## src/rtl/fib_pkg.sv

```systemverilog
// Shared types and defaults for the Fibonacci term sequencer.
// Optional build macro (used by fib_sequencer): FIB_OVERFLOW_STOP_EN.
package fib_pkg;

    localparam int FIB_WIDTH = 4;
    localparam int FIB_CNT_W = 4;

    // Fixed 2-bit encoding so the state can be probed/compared across builds.
    typedef enum logic [1:0] {
        IDLE   = 2'd0,
        LOAD   = 2'd1,
        EMIT   = 2'd2,
        FINISH = 2'd3
    } fib_state_t;

    // Any state other than IDLE counts as an active run.
    function automatic logic state_is_busy(input fib_state_t s);
        return (s != IDLE);
    endfunction

endpackage

```

## src/rtl/fib_core.sv

```systemverilog
// Two-register Fibonacci datapath with per-register wrap tracking.
// clear loads a=0, b=1; step advances (a, b) <= (b, a+b mod 2^WIDTH).
// The b wrap flag is sticky down the sequence: once any term wraps,
// every later term is also marked as wrapped.
import fib_pkg::*;

module fib_core #(
    parameter int WIDTH = FIB_WIDTH
) (
    input  logic             clk,
    input  logic             rst,
    input  logic             clear,
    input  logic             step,
    output logic [WIDTH-1:0] a,
    output logic             a_wrap
);

    logic [WIDTH-1:0] b;
    logic             b_wrap;
    logic [WIDTH:0]   sum_full;

    // Full-width sum so the carry-out is visible as the wrap indication.
    always_comb begin
        sum_full = {1'b0, a} + {1'b0, b};
    end

    // Core registers: clear takes priority over step.
    always_ff @(posedge clk or posedge rst) begin
        if (rst) begin
            a      <= '0;
            b      <= '0;
            a_wrap <= 1'b0;
            b_wrap <= 1'b0;
        end else if (clear) begin
            a      <= '0;
            b      <= {{(WIDTH-1){1'b0}}, 1'b1};
            a_wrap <= 1'b0;
            b_wrap <= 1'b0;
        end else if (step) begin
            a      <= b;
            a_wrap <= b_wrap;
            b      <= sum_full[WIDTH-1:0];
            b_wrap <= sum_full[WIDTH] | a_wrap | b_wrap;
        end
    end

endmodule

```

## src/rtl/fib_sequencer.sv

```systemverilog
// Runs the Fibonacci core for a requested number of terms and streams each
// term over a valid/ready handshake. Reports busy, a one-cycle done pulse
// and a sticky ovf flag for wrapped terms.
// Build option: FIB_OVERFLOW_STOP_EN -- when defined, the run ends early at
// the first wrapped term instead of emitting it truncated.
//
// state  | meaning
// IDLE   | waiting for start; n_terms latched on accepted start
// LOAD   | core cleared (a=0, b=1), counter zeroed
// EMIT   | term a presented with out_valid; core steps on handshake
// FINISH | done pulse for one cycle, then back to IDLE
import fib_pkg::*;

module fib_sequencer #(
    parameter int WIDTH = FIB_WIDTH,
    parameter int CNT_W = FIB_CNT_W
) (
    input  logic             clk,
    input  logic             rst,
    input  logic             start,
    input  logic [CNT_W-1:0] n_terms,
    output logic [WIDTH-1:0] out_data,
    output logic             out_valid,
    input  logic             out_ready,
    output logic [CNT_W-1:0] term_idx,
    output logic             busy,
    output logic             done,
    output logic             ovf
);

    fib_state_t       state;
    fib_state_t       state_nxt;
    logic [CNT_W-1:0] n_lat;
    logic [CNT_W-1:0] cnt;
    logic             accept;
    logic             core_clear;
    logic             core_step;
    logic             ovf_set;
    logic             last_term;
    logic [WIDTH-1:0] core_a;
    logic             core_a_wrap;

    fib_core #(
        .WIDTH (WIDTH)
    ) u_core (
        .clk    (clk),
        .rst    (rst),
        .clear  (core_clear),
        .step   (core_step),
        .a      (core_a),
        .a_wrap (core_a_wrap)
    );

    // Final term of the run is the one whose index is n_terms-1.
    always_comb begin
        last_term = (cnt == (n_lat - {{(CNT_W-1){1'b0}}, 1'b1}));
    end

    // State register.
    always_ff @(posedge clk or posedge rst) begin
        if (rst) begin
            state <= IDLE;
        end else begin
            state <= state_nxt;
        end
    end

    // Next-state and control decode.
    always_comb begin
        state_nxt  = state;
        accept     = 1'b0;
        core_clear = 1'b0;
        core_step  = 1'b0;
        ovf_set    = 1'b0;
        out_valid  = 1'b0;
        done       = 1'b0;
        case (state)
            IDLE: begin
                if (start) begin
                    accept    = 1'b1;
                    state_nxt = LOAD;
                end
            end
            LOAD: begin
                core_clear = 1'b1;
                state_nxt  = (n_lat == '0) ? FINISH : EMIT;
            end
            EMIT: begin
`ifdef FIB_OVERFLOW_STOP_EN
                if (core_a_wrap) begin
                    // Wrapped term is suppressed; the run ends here.
                    ovf_set   = 1'b1;
                    state_nxt = FINISH;
                end else begin
                    out_valid = 1'b1;
                    if (out_ready) begin
                        core_step = 1'b1;
                        if (last_term) begin
                            state_nxt = FINISH;
                        end
                    end
                end
`else
                out_valid = 1'b1;
                if (out_ready) begin
                    core_step = 1'b1;
                    ovf_set   = core_a_wrap;
                    if (last_term) begin
                        state_nxt = FINISH;
                    end
                end
`endif
            end
            FINISH: begin
                done      = 1'b1;
                state_nxt = IDLE;
            end
            default: begin
                state_nxt = IDLE;
            end
        endcase
    end

    // Run length latch: only an accepted start may change it.
    always_ff @(posedge clk or posedge rst) begin
        if (rst) begin
            n_lat <= '0;
        end else if (accept) begin
            n_lat <= n_terms;
        end
    end

    // Term counter: zeroed in LOAD, advanced on each handshake.
    always_ff @(posedge clk or posedge rst) begin
        if (rst) begin
            cnt <= '0;
        end else if (core_clear) begin
            cnt <= '0;
        end else if (core_step) begin
            cnt <= cnt + {{(CNT_W-1){1'b0}}, 1'b1};
        end
    end

    // Sticky overflow: cleared by an accepted start, set by a wrapped term.
    always_ff @(posedge clk or posedge rst) begin
        if (rst) begin
            ovf <= 1'b0;
        end else if (accept) begin
            ovf <= 1'b0;
        end else if (ovf_set) begin
            ovf <= 1'b1;
        end
    end

    // Output mapping; a and cnt are both zero out of reset.
    always_comb begin
        out_data = core_a;
        term_idx = cnt;
        busy     = state_is_busy(state);
    end

endmodule

```

## config.mk

```make
export PLATFORM = sky130hd
export DESIGN_NAME = fib_sequencer
export DESIGN_NICKNAME = d
export VERILOG_FILES = /design/src/rtl/fib_pkg.sv /design/src/rtl/fib_core.sv /design/src/rtl/fib_sequencer.sv
export SDC_FILE = /design/constraint.sdc
export NUM_CORES = 1
export LEC_CHECK = 0
export CAP_MARGIN = 20
export CORE_ASPECT_RATIO = 0.9
export CORE_MARGIN = 10
export CORE_UTILIZATION = 55
export CTS_BUF_LIST = sky130_fd_sc_hd__clkbuf_8
export CTS_CLUSTER_SIZE = 40
export DETAILED_ROUTE_END_ITERATION = 6
export GPL_ROUTABILITY_DRIVEN = 0
export GPL_TIMING_DRIVEN = 0
export PLACE_DENSITY = 0.88
export SETUP_SLACK_MARGIN = 0.1
export SYNTH_ARGS = -nofsm -noshare
export SYNTH_HDL_FRONTEND = slang
export SYNTH_SLANG_ARGS = --single-unit
```

## constraint.sdc

```tcl
create_clock -name clk -period 2.35 [get_ports clk]
set_clock_uncertainty 0.2 [all_clocks]
set_input_delay 0.47 -clock clk [delete_from_list [all_inputs] [get_ports clk]]
set_output_delay 0.47 -clock clk [all_outputs]
set_load 0.005 [all_outputs]
```

==> summary.md, run 1 <==
| Metric | Value |
|---|---|
| Post-route cell area | 0.00151 sq mm |
| Grt ovf | 0 |
| Power per cell area | between 1000 and 1500 mW/mm^2 |
| Nets | about 170 |
| Final setup viols | 0 |
| Total core area | between 0.002 and 0.0025 sq mm |
| Status | complete, no violations |
| Fmax | ~0.46 GHz |
| Ys flop type | dfrtp_1 |
| Most frequent cells in the layout | nand2_1 (20), dfrtp_1 (20), clkdlybuf4s50_1 (19), a21oi_1 (11), ha_1 (10) |
| Multi-input gate area | approximately 650 sq um |
| Final period utilization | about nine tenths |
| Largest net degree at the start of global routing | 22 |
| Final min period | approximately 2.2 ns |
| I/O pin total | 20 |
| Initial antenna violation count | 0 |
| CTS tree | yes |
| Routed WL | ~2.6 mm |
| Layout cells sized above 1 | between 10 and 15% |
| DIE AREA | 0.00452 sq mm |
| Crit path arrival time | 1.49 ns |
| # fillers | 160 |
| First-pass GRT wire length | approximately 4.6 mm |
| Yosys warning total | 0 |
| Antenna-violating nets left | 0 |
| Final hold vios | 0 |
| Syn nets | 143 |
| GR Util All Layers | between 10% and 20% |
| MaxCap Viol Count | 0 |
| Sum of negative setup slack | 0 ns |
| Pint | 1010 uW |
| WP data required | between 1.5 and 2 ns |
| Part of the power in registers | about a third |
| Maximum vdd drop | just over 0.0008 V |
| Worst-Skew Late Latency | roughly 0.26 ns |
| # port buffers | 19 |
| Worst Setup Start Kind | flop |
| DRC violations left | 0 |
| 1st-iter DRT viols | 31 |
| Total CTS buffers | 3 |
| Vias in the first global route | a little over 1000 |
| Fin util | 70.5% |
| Hold buffers post-CTS | 0 |
| EDFF count, synth | 0 |
| Pre-CTS setup slack | between 0.2 and 0.3 ns |
| Worst hold path type | flop to flop |
| Post-DP HPWL | ~2 mm |
| Via count | approximately 970 |
| Final Max Tran Viols | 0 |
| Starting Density | 57.2% |
| Critical Path Sink Type | output port |
| Net switching power | between 600 and 700 uW |
| Die W | 69.8 um |
| Clk sink count | 21 |
| CP max FO | 5 |
| H-tree levels | 1 |
| Average size of a mapped cell | 9.97 sq um |
| Synth async-reset ratio | 100% |
| #FFs+latches synth | 21 |
| Combinational share of power | between 50% and 60% |
| Seq/Total Area, Yosys | 42.9% |
| FF+latch area | 527 sq um |
| Clk pin slew, worst setup/hold paths | 0.08 ns |
| Max clock buf depth | 2 |
| RSZ-0062 raised after global routing | no |
| Root buffer cell | clkbuf_8 |
| Cells after synthesis | roughly 120 |
| Synthesized area | 0.00123 sq mm |
| Placed inst area | about 0.0015 sq mm |
| Library cells used by synthesis | 30 |
| P_leak | around 0.0007 uW |
| Die Y | between 60 and 70 um |
| Routed WL per cell | about 15 um |
| Setup Crit Path Kind | flop to output port |
| Antenna cells | 0 |
| Rows | 16 |
| Clk pwr share | between 10 and 15% |
| Worst-Margin Slew | roughly 0.78 ns |
| Routed vias/inst | ~5.6 |
| Drt first pass iters | 4 |
| Final WS setup | 0.194 ns |
| Sw frac | 40.4% |
| Area Overhead vs Synth | 23.2% |
| Relative slew slack | 47.9% |
stage by stage:
step	instances	hold slack [ns]	power (uW)
floorplan	123	0.247	1160
global placement	169	0.278	1380
detailed placement	169	0.292	1440
CTS	174	0.313	1700
global route	174	0.363	1840
finish	174	0.313	1700
cell families (layout without fill, tap and decap cells):
family          Yosys count  count (layout)  share of synthesized area (%)
fa+ha+maj                12              12                           12.9
simple gates             41              41                           16.1
compound gates           22              22                           11.3
mux                       4               4                           3.67
buf+inv                  12              36                           3.98
flops                    21              21                           42.9
xor+xnor                 11              11                           9.18
worst paths after layout:
| check | to | depth (start not counted) | slack [ns] | start |
|---|---|---|---|---|
| setup / recovery | busy | 4 | 0.19 | state[0]$_DFFE_PP0P_ |
| hold / removal | u_core.b_wrap$_DFFE_PP0P_ | 2 | 0.31 | u_core.b_wrap$_DFFE_PP0P_ |
| setup reg to reg | u_core.b_wrap$_DFFE_PP0P_ | 6 | 0.29 | u_core.a[0]$_DFFE_PP0P_ |
| hold reg to reg | u_core.b_wrap$_DFFE_PP0P_ | 2 | 0.31 | u_core.b_wrap$_DFFE_PP0P_ |
| max in group asynchronous | state[1]$_DFFE_PP0P_ | 2 | 0.97 | rst |
| min in group asynchronous | u_core.b[1]$_DFFE_PP0P_ | 2 | 0.45 | rst |
registers in the layout, summed over array words and instances (netlist names):
register	flops
n_lat	4
term_idx	4
u_core.a	4
u_core.b	4
state	2
ovf	1
u_core.a_wrap	1
u_core.b_wrap	1
per-layer routing:
layer / vias up / share of wire, % / global-route usage [%]
met3: 5 / 5.9 / 3.65
li1: 468 / - / -
met5: - / 0 / 0
met2: 26 / 52 / 21.6
met4: 0 / 1.6 / 4.93
met1: 470 / 41 / 13.1
cell type report:
cell class,count,area share [%]
clock buffers,3,2.73
multi-input cells,90,43.3
repair buffers,20,13.1
clock inverters,1,0.497
inverters,8,1.99
well taps,27,2.24
plain buffers,4,1.24
flip-flops and latches,21,34.9
what timing repair did:
item,in CTS,in global routing
resized for setup,1,2
hold endpoints to repair,0,0
setup buffers,1,0
endpoints found under the setup margin,1,2
cell usage after synthesis, drive strengths merged (3+ instances only):
master / n / area [sq um]
dfrtp: 21 / 526
nand2: 20 / 75.1
a21oi: 11 / 55.1
ha: 11 / 138
inv: 8 / 30.0
nor2: 6 / 22.5
xor2: 6 / 52.6
mux2: 4 / 45.0
nand3: 4 / 20.0
nor3: 4 / 30.0
xnor2: 4 / 35.0
o31ai: 3 / 22.5
power by group through the flow:
stage               Sequential (uW)  Combinational [uW]  Clock, uW
floorplan                       558                 607          0
global placement                573                 808          0
detailed placement              582                 857          0
CTS                             564                 887        246
global route                    584                 998        260
finish                          566                 892        241
worst max-delay path, stage by stage (launching register included):
cell and delay [ns]:
dfrtp_1 0.39, inv_2 0.08, ha_2 0.21, inv_1 0.06, clkdlybuf4s50_1 0.49
No activity file was read; power rests on OpenSTA's default activity.
==> inputs of run 2 (changes only) <==
--- a/config.mk
+++ b/config.mk
@@ -16,6 +16,7 @@
 export GPL_TIMING_DRIVEN = 0
 export PLACE_DENSITY = 0.88
 export SETUP_SLACK_MARGIN = 0.1
+export SLEW_MARGIN = 30
 export SYNTH_ARGS = -nofsm -noshare
 export SYNTH_HDL_FRONTEND = slang
 export SYNTH_SLANG_ARGS = --single-unit
==> results of run 2 <==
No change in the layout: final DEF, timing and power equal those of run 1.
